==> src/rtl/intc_source.sv <==
// intc_source - device-side interrupt front end for the control register file.
//
// Purpose:
//   Synchronises asynchronous device IRQ lines and edge-detects them. Each
//   rising edge becomes a one-cycle pulse on `interrupts`, which the control
//   register file ORs into ISR. Lines marked in LEVEL_MASK are re-armed after
//   their interrupt is taken while the line is still high. The module also
//   watches the resulting `interrupt_state` and raises one prioritised request
//   with a vector number. The request is held until exception entry
//   acknowledges it or the pending bit is withdrawn.
//
// Parameters:
//   NUM_IRQ     - number of device lines (1..16); unused pulse bits are 0.
//   SYNC_STAGES - synchroniser depth per line (2..4).
//   LEVEL_MASK  - bit i set makes line i level-type (re-armed after take).
//
// Ports:
//   clk             in   1        system clock
//   rst             in   1        synchronous, active-high reset
//   clk_en          in   1        pipeline clock enable (request FSM only)
//   irq_in          in   NUM_IRQ  asynchronous device lines, active-high
//   interrupts      out  16       one-cycle pulses to ISR
//   interrupt_state in   32       (ISR & IMR) when IMR[31] set, else 0
//   take_ack        in   1        interrupt exception entry reached WB
//   irq_req         out  1        interrupt request to pipeline
//   irq_vec         out  4        vector of the request (lowest index wins)
//   take_count      out  32       takes seen in REQ (INTC_TAKE_COUNT_EN only)
//
// Optional feature macro: INTC_TAKE_COUNT_EN
//   When defined, adds the `take_count` port. The counter increments on every
//   acknowledged take while in REQ and wraps. Under SIMULATION, one line is
//   printed per take.

module intc_source #(
  parameter int          NUM_IRQ     = 16,
  parameter int          SYNC_STAGES = 2,
  parameter logic [15:0] LEVEL_MASK  = 16'h0000
) (
  input  logic               clk,
  input  logic               rst,
  input  logic               clk_en,
  input  logic [NUM_IRQ-1:0] irq_in,
  output logic [15:0]        interrupts,
  input  logic [31:0]        interrupt_state,
  input  logic               take_ack,
  output logic               irq_req,
  output logic [3:0]         irq_vec
`ifdef INTC_TAKE_COUNT_EN
  ,
  output logic [31:0]        take_count
`endif
);

  typedef enum logic [1:0] {
    S_IDLE = 2'd0,
    S_REQ  = 2'd1,
    S_WAIT = 2'd2
  } state_t;

  state_t state;
  state_t state_next;

  logic [NUM_IRQ-1:0] sync_q [SYNC_STAGES];
  logic [NUM_IRQ-1:0] sync_s;
  logic [NUM_IRQ-1:0] sync_prev;
  logic [15:0]        pulse_next;
  logic [3:0]         pri_vec;
  logic               any_pending;
  logic               vec_active;

  assign sync_s = sync_q[SYNC_STAGES-1];

  // Synchroniser chain plus one stage of history for edge detection.
  always_ff @(posedge clk) begin
    if (rst) begin
      for (int k = 0; k < SYNC_STAGES; k++) begin
        sync_q[k] <= '0;
      end
      sync_prev <= '0;
    end else begin
      sync_q[0] <= irq_in;
      for (int k = 1; k < SYNC_STAGES; k++) begin
        sync_q[k] <= sync_q[k-1];
      end
      sync_prev <= sync_s;
    end
  end

  // A pulse comes from a fresh rising edge. It can also come from a level
  // line whose take was just acknowledged while the line is still asserted.
  // The re-arm term is ORed per bit, so it cannot be lost to another line's
  // edge that pulses in the same cycle. Bits at or above NUM_IRQ stay 0.
  always_comb begin
    pulse_next = 16'h0000;
    for (int i = 0; i < NUM_IRQ; i++) begin
      pulse_next[i] = (sync_s[i] & ~sync_prev[i]) |
                      (LEVEL_MASK[i] & take_ack & (irq_vec == 4'(i)) & sync_s[i]);
    end
  end

  // The pulse path runs every cycle, regardless of the pipeline clock enable.
  always_ff @(posedge clk) begin
    if (rst) begin
      interrupts <= 16'h0000;
    end else begin
      interrupts <= pulse_next;
    end
  end

  // Lowest set index of the low half wins. The upper half of
  // interrupt_state does not take part in prioritisation.
  always_comb begin
    pri_vec = 4'd0;
    for (int i = 15; i >= 0; i--) begin
      if (interrupt_state[i]) begin
        pri_vec = 4'(i);
      end
    end
  end

  assign any_pending = |interrupt_state[15:0];
  assign vec_active  = interrupt_state[irq_vec];

  // Request FSM state register; it only advances on enabled pipeline cycles.
  always_ff @(posedge clk) begin
    if (rst) begin
      state <= S_IDLE;
    end else if (clk_en) begin
      state <= state_next;
    end
  end

  // The vector is latched only when a request is raised. It stays frozen
  // through REQ and WAIT, which lets a level re-arm match the taken line.
  always_ff @(posedge clk) begin
    if (rst) begin
      irq_vec <= 4'd0;
    end else if (clk_en && (state == S_IDLE) && any_pending) begin
      irq_vec <= pri_vec;
    end
  end

  // Next state. A higher-priority bit arriving during REQ does not pre-empt.
  // WAIT holds until exception entry drops the taken bit (normally by
  // clearing IMR[31]), so the same interrupt is not requested twice.
  always_comb begin
    state_next = state;
    case (state)
      S_IDLE: begin
        if (any_pending) begin
          state_next = S_REQ;
        end
      end
      S_REQ: begin
        if (take_ack) begin
          state_next = S_WAIT;
        end else if (!vec_active) begin
          state_next = S_IDLE;
        end
      end
      S_WAIT: begin
        if ((interrupt_state == 32'd0) || !vec_active) begin
          state_next = S_IDLE;
        end
      end
      default: begin
        state_next = S_IDLE;
      end
    endcase
  end

  // The request is asserted exactly while the FSM sits in REQ.
  always_comb begin
    irq_req = (state == S_REQ);
  end

`ifdef INTC_TAKE_COUNT_EN
  // Counts acknowledged takes. An ack counts only on a cycle where the FSM
  // itself consumes it (in REQ with the pipeline enabled).
  always_ff @(posedge clk) begin
    if (rst) begin
      take_count <= 32'd0;
    end else if (clk_en && (state == S_REQ) && take_ack) begin
      take_count <= take_count + 32'd1;
    end
  end

`ifdef SIMULATION
  always @(posedge clk) begin
    if (!rst && clk_en && (state == S_REQ) && take_ack) begin
      $display("intc_source: take vec=%0d count=%0d", irq_vec, take_count + 32'd1);
    end
  end
`endif
`endif

endmodule

==> config.mk <==
export PLATFORM = sky130hd
export DESIGN_NAME = intc_source
export DESIGN_NICKNAME = d
export VERILOG_FILES = /design/src/rtl/intc_source.sv
export SDC_FILE = /design/constraint.sdc
export NUM_CORES = 1
export LEC_CHECK = 0
export ABC_AREA = 0
export CORE_ASPECT_RATIO = 1.5
export CORE_UTILIZATION = 65
export CTS_CLUSTER_SIZE = 10
export DETAILED_ROUTE_END_ITERATION = 10
export DONT_BUFFER_PORTS = 1
export PLACE_DENSITY_LB_ADDON = 0.3
export SKIP_CTS_REPAIR_TIMING = 1
export SLEW_MARGIN = 30
export SYNTH_ARGS = -nofsm -noshare
export SYNTH_HDL_FRONTEND = slang
export SYNTH_SLANG_ARGS = --single-unit
==> constraint.sdc <==
create_clock -name clk -period 3.7 [get_ports clk]
set_clock_uncertainty 0.05 [all_clocks]
set_input_delay 0.925 -clock clk [delete_from_list [all_inputs] [get_ports clk]]
set_output_delay 0.925 -clock clk [all_outputs]
set_load 0.05 [all_outputs]
== Yosys cells after proc, flatten, opt, wreduce, memory -nomap -nowiden ==
Memories as Yosys holds them, arrays and structs flattened.
Index checks and enable logic that the tools add are counted.

* Register bits after elaboration: 38
* RAM bits: 32
* Memories: 1
* Input bits: 52
* Output and inout bits: 21

* Muxes and demuxes: 28
* Bitwise logic cells: 34
* Order comparisons: 1
* Reduce and logical (&&, ||, !) cells: 8
* Eq/ne operators: 5

{| class="wikitable"
|+ Memories
! name !! depth !! width !! rd ports !! clocked after memory_dff !! wr ports !! line !! RTL
|-
| sync_q || 2 || 16 || 2 || 0 || 2 || 63 || <nowiki>logic [NUM_IRQ-1:0] sync_q [SYNC_STAGES];</nowiki>
|}

{| class="wikitable"
|+ Operators with widths
! operator !! number
|-
| 2-to-1 mux 4 bit || 16
|-
| zero test 32 bit || 1
|-
| 2-to-1 mux 16 bit || 2
|-
| AND 1 bit || 16
|-
| inverter 1 bit || 16
|-
| OR reduction 16 bit || 1
|-
| 2-to-1 mux 2 bit || 4
|-
| less-than comparator 4 x 6 -> 1 bit, second input constant || 1
|-
| case mux 2 bit (3 select lines) || 1
|-
| binary-select mux 1 bit (select 4 bit) || 1
|-
| 2-to-1 mux 1 bit || 4
|-
| inequality test 2 bit, second input constant || 2
|-
| AND reduction 4 bit || 1
|-
| inequality test 3 bit, second input constant || 1
|-
| equality test 2 x 1 -> 1 bit, second input constant || 1
|-
| equality test 2 bit, second input constant || 1
|-
| logical AND 1 bit || 2
|-
| zero test 2 bit || 1
|-
| OR 1 bit || 2
|-
| zero test 1 bit || 1
|-
| logical OR 1 bit || 1
|}

== Depth between registers and ports, before layout ==
Gate-level depths: netlist of run 1.

* Word-level depth: 16
* Depth in mapped cells: 5

== Worst setup path after synthesis of run 1 ==
No wires, ideal clock.

* Path kind: input-to-reg
* From: in interrupt_state[7]
* To: reg irq_vec[1]
* Library setup time: 0.117 ns
* Stages: 5
* Buffers on the path: 0
* Arrival time: 1.840 ns
* Setup slack: 1.693 ns
* Cell sequence: nor4_1 and4_1 nand2b_4 nor4_1 a32o_1

* Word-level cells in the longest chain between the ends: 8

{| class="wikitable"
|+ RTL lines
! what !! line !! RTL
|-
| start: declaration || 44 || <nowiki>input logic [31:0] interrupt_state,</nowiki>
|-
| 2-to-1 mux 4 bit (8 in a row) || 115 || <nowiki>if (interrupt_state[i]) begin</nowiki>
|-
| end signal: assignment || 139 || <nowiki>irq_vec <= pri_vec;</nowiki>
|-
| end: declaration || 47 || <nowiki>output logic [3:0] irq_vec</nowiki>
|}

Parallel ways exist; a longest one is shown, timed or not.
A chain may end at the register's enable or synchronous reset.

== Worst setup path in the final report of run 1 ==
* From: reg state[0]
* To: out irq_req

* Word-level cells in the longest chain between the ends: 1

{| class="wikitable"
|+ RTL lines
! what !! line !! RTL
|-
| start: declaration || 60 || <nowiki>state_t state;</nowiki>
|-
| start signal: assignment || 129 || <nowiki>state <= state_next;</nowiki>
|-
| equality test 2 x 1 -> 1 bit || 174 || <nowiki>irq_req = (state == S_REQ);</nowiki>
|-
| end: declaration || 46 || <nowiki>output logic irq_req,</nowiki>
|}

No other way between the ends.

==> results of run 1 <==
## Yosys cell counts
cell type / number
o21a_1: 1
a31oi_1: 2
a211oi_1: 1
and4_1: 2
nand2_1: 3
dfxtp_1: 70
o21ai_0: 2
nand2b_4: 1
nand4b_1: 1
nor4_1: 8
clkbuf_2: 1
nor2_1: 6
clkbuf_1: 3
nor4_2: 1
nor3b_2: 1
or4_1: 1
inv_1: 6
nand2b_1: 1
buf_1: 1
a211o_1: 1
and2b_1: 1
mux4_1: 4
a221oi_1: 2
nor2b_1: 66
nor3_1: 1
a21oi_1: 4
o221ai_1: 1
mux2i_1: 3
a32o_1: 1
o31ai_1: 2
nand3b_1: 1
## cell type report
type	count	area, µm²	area share (%)
Multi-Input combinational cell	118	848	33.6
Clock inverter	3	42.5	1.68
Sequential cell	70	1400	55.5
Inverter	6	22.5	0.892
Tap cell	42	52.6	2.08
Clock buffer	13	159	6.29
## logic make-up (layout without fill, tap and decap cells)
family                 count (synthesis)  after routing
flip-flops                            70             70
multiplexers                           7              7
AND/OR/NAND/NOR                       94             94
AO/OA/AOI/OAI                         17             17
buffers and inverters                 11             22
## where the power goes
| group | total, mW | switching (mW) | internal [mW] |
|---|---|---|---|
| Combinational | 0.0613 | 0.0264 | 0.0349 |
| Sequential | 0.824 | 0.0400 | 0.784 |
| Clock | 0.597 | 0.249 | 0.348 |
| Total | 1.48 | 0.315 | 1.17 |
## routing by layer
metal	track usage (%)	vias to the layer above	wire (µm)
met4	12.7	0	103
met2	36.0	71	1830
li1	-	685	-
met1	20.5	615	1320
met3	10.5	13	310
met5	0	-	0
## path summary, 6_finish.rpt
kind,from,to,depth (start not counted)
max,state[0],irq_req,1
min,sync_prev[10],interrupts[10],1
max reg2reg,irq_vec[0],state[0],5
min reg2reg,sync_prev[10],interrupts[10],1
## through the flow
stage | hold WS [ns] | util (%) | cells
2_1_floorplan | 0.317 | - | 199
3_3_place_gp | 0.322 | 68.7 | 236
3_5_place_dp | 0.324 | 68.7 | 236
4_1_cts | 0.334 | 74.7 | 252
5_1_grt | 0.342 | 74.7 | 252
6_report | 0.333 | 74.7 | 252
## state kept, by name, indices dropped and copies added (netlist names)
register	cells
sync_q	32
interrupts	16
sync_prev	16
irq_vec	4
state	2
==> impl_metrics.yaml, run 1 <==
layout:
  fin_area_um2: 2530
  fillers: 231
  n_antenna_cell: 0
  drive_above_1_share_pct: 8.10
  areaGrowthSynthToFinish_pct: 10.2
  nets: 257
  final_cell_mix: "dfxtp_1, nor2b_1, clkbuf_8"
  final_common_cell: "dfxtp_1"
power:
  leakage_nw: 0.984
  powerDensity_nw_per_um2: 586
  ir_drop_mv: 0.443
  p_total_mw: 1.48
logic_synthesis:
  ys_top_cells_by_area: "dfxtp_1, nor2b_1, mux4_1"
  ys_types: 31
  muxShareOfSynthArea_pct: 5.90
  yosys.area_share.simple_pct: 26.0
  synth_top_family_by_area: "simple AND/OR/NAND/NOR gates"
  synth_area_um2: 2290
  ys_warn_count: 0
  syn-num-nets: 251
  synth_xor_area_share_pct: 0
  synthAdderAreaFrac_pct: 0
  synth_compound_area_share_pct: 5.13
  synth_top_cell_by_area: "dfxtp_1"
  synth_top_cell_area_share_pct: 61.1
  synth_area_per_cell_um2: 11.5
  seq_area_frac_synth_pct: 61.1
  syn_inst: 199
  ys_ff_latch: 70
global_routing:
  grt_pass1_wl_mm: 5.69
  grt-ovfl-total: 0
  track_usage_pct: 21.1
  grt_max_degree: 56
  grt_pass1_vias: 1373
  antenna_found_initial: 0
min_path:
  hold_class: "reg2reg"
sta:
  tightest_slew_ns: 0.755
  setup_violations: 0
  slew-limit-headroom_pct: 49.6
  rsz0062_at_grt: "no"
  timing.fmax_ghz: 0.456
  finalSetupTns_ns: 0
  slew_violations: 0
  hold_viol_final: 0
  fin_ws_ns: 1.51
  finalCritPeriodShare_pct: 59.2
  min_period_ns: 2.19
worst_setup_path:
  crit_path_max_incr_delay_ns: 0.49
  path_class: "reg2out"
  required_ns: 2.72
  cp-start-kind: "register"
  critPathBufInv: 0
  path_delay_family: "simple AND/OR/NAND/NOR gates"
  endpoint_kind: "output pin"
  critical_path.max_fanout: 4
  cp.arrival_ns: 1.22
  cp_cell_sequence: "and2b_1"
  r2r_setup_slack_ns: 1.55
  cp_slowest_cell: "and2b_1"
floorplan:
  core-area_um2: 3380
  die_h_um: 74.7
  die_area_um2: 3770
  rows: 26
  io_pins: 73
  start_util_pct: 67.8
  die_w_um: 50.5
route:
  drt_iter0_drc: 20
  drcViolationCount: 0
  routed_wirelength_mm: 3.57
  num_vias: 1384
  via_per_inst: 5.49
  antenna_left: 0
  wire_per_inst_um: 14.2
  drt_pass1_iterations: 4
placement:
  dpl_worst_slack_ns: 1.56
  numPortBuffers: 0
  gp_congestion: 0.771
  dpl-instance-area_um2: 2320
  dp_hpwl_mm: 2.62
cts:
  clock-root-buffer: "clkbuf_8"
  clock-sinks: 70
  clkTransAtPathRegs_ns: 0.07
  clk_latency_ns: 0.32
  cts_max_level: 3
  cts_buffer_depth: 2
  cts_tree: "built"
  cts_made_buffers: 9
run_status:
  outcome: "complete, no violations"
flow_run:
  max_cap_violations: 0
No activity file was read; power rests on OpenSTA's default activity.
==> run 2: changes to the inputs <==
Settings changed: CORE_UTILIZATION 65 to 54.
Clock period 3.7 ns to 1.8 ns, I/O delays scaled along.
==> run 2 against run 1 <==
Final cell count is 2.8% higher. Hold slack worse by 0.20 ns. Critical path type unchanged. First-iteration DRC count is 35% lower. Combinational power grew to 2.6 times the previous value. Routed wire length is 4.0% lower. Non-clock buffer count is 4 higher. Clock power is 96% higher. Largest cell class unchanged. Clock-buffer cell count is 3 lower. Die area is 20% higher.
==> impl_metrics.yaml, run 2 (synthesis gave the netlist of run 1 again) <==
placement:
  gp_congestion: 0.819
  dpl_worst_slack_ns: 0.156
  dp_hpwl_mm: 2.55
  dpl-instance-area_um2: 2360
  numPortBuffers: 0
floorplan:
  die_h_um: 81.8
  core-area_um2: 3990
  start_util_pct: 57.4
  io_pins: 73
  die_w_um: 55.2
  die_area_um2: 4510
  rows: 28
cts:
  cts_buffer_depth: 2
  clock-root-buffer: "clkbuf_8"
  cts_tree: "built"
  cts_max_level: 3
  clk_latency_ns: 0.33
  clock-sinks: 70
  cts_made_buffers: 9
  clkTransAtPathRegs_ns: 0.07
worst_setup_path:
  required_ns: 1.30
  cp_cell_sequence: "and2b_1"
  critical_path.max_fanout: 4
  cp.arrival_ns: 1.21
  cp.depth: 1
  crit_path_max_incr_delay_ns: 0.55
  r2r_cells: 5
  r2r_setup_slack_ns: 0.20
  cp_slowest_cell: "and2b_1"
  critPathBufInv: 0
  path_delay_family: "simple AND/OR/NAND/NOR gates"
  endpoint_kind: "output pin"
  path_class: "reg2out"
  cp-start-kind: "register"
global_routing:
  grt.busiest_layer: "met2"
  grt-ovfl-total: 0
  track_usage_pct: 17.6
  grt_use_met2_pct: 31.1
  grt_use_met1_pct: 14.5
  use_met3_pct: 9.81
  grt_pass1_vias: 1362
  grt_max_degree: 56
  grt_pass1_wl_mm: 5.40
  antenna_found_initial: 0
layout:
  drive_above_1_share_pct: 11.2
  final_common_cell: "dfxtp_1"
  biggestRegsByFlops: "sync_q (32), interrupts (16), sync_prev (16)"
  fin_area_um2: 2550
  regMostFlops: "sync_q"
  nets: 261
  areaGrowthSynthToFinish_pct: 11.3
  n_antenna_cell: 0
  final_cell_mix: "dfxtp_1, nor2b_1, clkbuf_8"
  largest_reg_flops: 32
  final_util_pct: 63.9
route:
  num_vias: 1377
  routed_wirelength_mm: 3.42
  drt_pass1_iterations: 2
  via_per_inst: 5.32
  drt_iter0_drc: 13
  wire_per_inst_um: 13.2
  antenna_left: 0
  drcViolationCount: 0
sta:
  hold_viol_final: 0
  finalSetupTns_ns: 0
  timing.fmax_ghz: 0.584
  tightest_slew_ns: 0.542
  fin_ws_ns: 0.0883
  finalCritPeriodShare_pct: 95.1
  rsz0062_at_grt: "no"
  min_period_ns: 1.71
  setup_violations: 0
  slew-limit-headroom_pct: 63.9
  slew_violations: 0
power:
  powerDensity_nw_per_um2: 1170
  ir_drop_mv: 0.854
  leakage_nw: 1.01
flow_run:
  max_cap_violations: 0
run_status:
  outcome: "complete, no violations"
min_path:
  hold_class: "in2reg"
  whs_path_depth: 1
[run 2: changes by cell type in the layout (fill, tap and decap cells not counted)]
cell,delta
clkinv_4,+2
clkinvlp_4,-1
dfxtp_2,+2
buf_4,+4
clkinv_2,+2
clkbuf_8,-2
clkbuf_1,-1
dfxtp_1,-2
[run 2: worst paths after layout]
| check | end | start |
|---|---|---|
| worst max-delay path | irq_req | state[1] |
| worst max register to register | state[0] | irq_vec[0] |
| worst min register to register | interrupts[1] | sync_prev[1] |
| worst min-delay path | irq_vec[0] | rst |
[run 2: metal layers]
metal | vias up | wire (µm)
li1 | 694 | -
met1 | 606 | 1170
met2 | 68 | 1860
met3 | 9 | 317
met4 | 0 | 75
met5 | - | 0
[run 2: metrics by stage]
step | cells | power [mW] | hold slack (ns)
final | 259 | 2.99 | 0.130
after global routing | 259 | 3.12 | 0.109
after CTS | 259 | 3.04 | 0.107
after detailed placement | 243 | 1.86 | 0.322
after floorplan | 199 | 1.84 | 0.317
after global placement | 243 | 1.85 | 0.322
[run 2: layout make-up]
type	instances	area [µm²]
multi-input combinational	118	848
sequential	70	1400
clock buffer	10	128
timing repair buffer	4	30.0
fill	360	1440
clock inverter	6	62.6
inverter	6	22.5
tap	45	56.3
[run 2: power breakdown]
group / switching [mW] / internal [mW] / leakage, nW
Sequential: 0.0547 / 1.61 / 0.575
Combinational: 0.0781 / 0.0789 / 0.331
Clock: 0.530 / 0.637 / 0.100
Total: 0.662 / 2.33 / 1.01
==> variant (config.mk and constraints of run 1) <==
The option `INTC_TAKE_COUNT_EN` is turned on by a define.
--- a/src/rtl/intc_source.sv
+++ b/src/rtl/intc_source.sv
@@ -32,2 +32,4 @@
 //   printed per take.
+
+`define INTC_TAKE_COUNT_EN
 
Function (old outputs only; new: take_count): kept (equiv_simple and equiv_induct, registers matched by name and starting in step).
==> variant against run 1 <==
Global-route usage increased by 0.54 points; final area increased by 55%; wire length increased by 76%; sequential power increased by 42%; worst setup slack got worse by 0.29 ns; power increased by 25%; count of clock-buffer cells in the layout decreased by 3; core utilization decreased by 3.0 points; area after synthesis increased by 61%; synthesized cell count increased by 86%; sequential cell count increased by 32; cell count increased by 77%; clock power increased by 5.4%.
==> variant: results (changes against run 1) <==
finalSetupTns_ns: 0  # unchanged
ys_seq_area_share_pct: 55.5  # -5.6 points
internal_power_mw: 1.42  # +21%
arrival_ns: 1.50  # +0.28 ns
reg_top3: "sync_q: 32 flops, take_count: 32 flops"
track_usage_pct: 21.7  # +0.54 points
cts_htree_levels: 3  # unchanged
ys_async_sr_fraction_pct: 0  # unchanged
clock_area_share_pct: 4.64  # -3.3 points
relSlewSlack_pct: 35.9  # -14 points
synth-main-ff-cell: "dfxtp_1"
p_seq_mw: 1.17  # +42%
antenna_found_initial: 0  # unchanged
outcome: "complete, no violations"
wl_per_cell_um: 14.0  # -0.78%
dp.cells: 430  # +82%
grt_pass1_wl_mm: 10.1  # +78%
post-dp-hpwl_mm: 4.47  # +71%
drive_gt1_share_pct: 6.38  # -1.7 points
clk_pin_slew_worst_paths_ns: 0.11  # +0.04 ns
multiInputGateArea_um2: 1540  # +82%
wl_mm: 6.26  # +76%
yosys-top-cells-count: "102 x dfxtp_1, 65 x nor2b_1, 38 x nor2_1, 15 x nand2_1, 14 x inv_1"
critPathMaxStageDelay_ns: 0.70  # +0.21 ns
vias: 2479  # +79%
ff_latch_area_um2: 2040  # +46%
inv_count: 14  # +8
irDropWorstVdd_mv: 0.230  # -48%
first_iter_violations: 90  # +350%
clkLatencyLatePin_ns: 0.35  # +0.03 ns
pg_clk_mw: 0.629  # +5.4%
multi_input_gates: 244  # +110%
grt_pass1_vias: 2448  # +78%
synth_area_leaders: "dfxtp_1 55%, nor2b_1 11%, nor2_1 3.9%"
fin_nets: 424  # +65%
clock_sinks: 102  # +46%
yosysWarnings: 0  # unchanged
fin_area_um2: 3910  # +55%
synth.cell_area_um2: 3680  # +61%
n_fill_cell: 426  # +84%
avgSynthCellArea_um2: 9.92  # -14%
dp_slack_ns: 1.27  # -0.289 ns
power_frac_clock_pct: 33.9  # -6.4 points
synth.distinct_cells: 37  # +19%
p_leak_nw: 1.40  # +43%
nClkBuffers: 10  # -3
place_congestion: 0.785  # +1.8%
grt_max_degree: 90  # +61%
cpMaxStageDelayCell: "nor2_1"
[variant: changes by cell type in the layout (fill, tap and decap cells not counted), moves of 8 or more]
cell and change:
dfxtp_1 +32, xor2_1 +12, nand4_1 +11, nand2_1 +12, inv_1 +8, xnor2_1 +12
nor2_1 +32, nand3_1 +13
[variant: kinds of logic after synthesis]
kind of cell / after synthesis / share of synthesized area, %
xor+xnor: 24 / 5.71
flops: 102 / 55.5
mux: 10 / 3.40
simple gates: 178 / 27.4
buf+inv: 25 / 2.58
fa+ha+maj: 1 / 0.340
compound gates: 31 / 5.07
[variant: final timing paths]
check / from / end / slack [ns] / cells after the start
worst max-delay path: state[0] / irq_req / 1.22 / 2
worst min-delay path: sync_prev[9] / interrupts[9] / 0.33 / 1
worst max register to register: take_count[5] / take_count[27] / 1.26 / 5
worst min register to register: sync_prev[9] / interrupts[9] / 0.33 / 1
[variant: metal layers]
layer / global-route usage, % / wire [um]
met2: 39.5 / 3260
met3: 8.13 / 399
met4: 9.09 / 110
met5: 0 / 0
met1: 21.7 / 2500
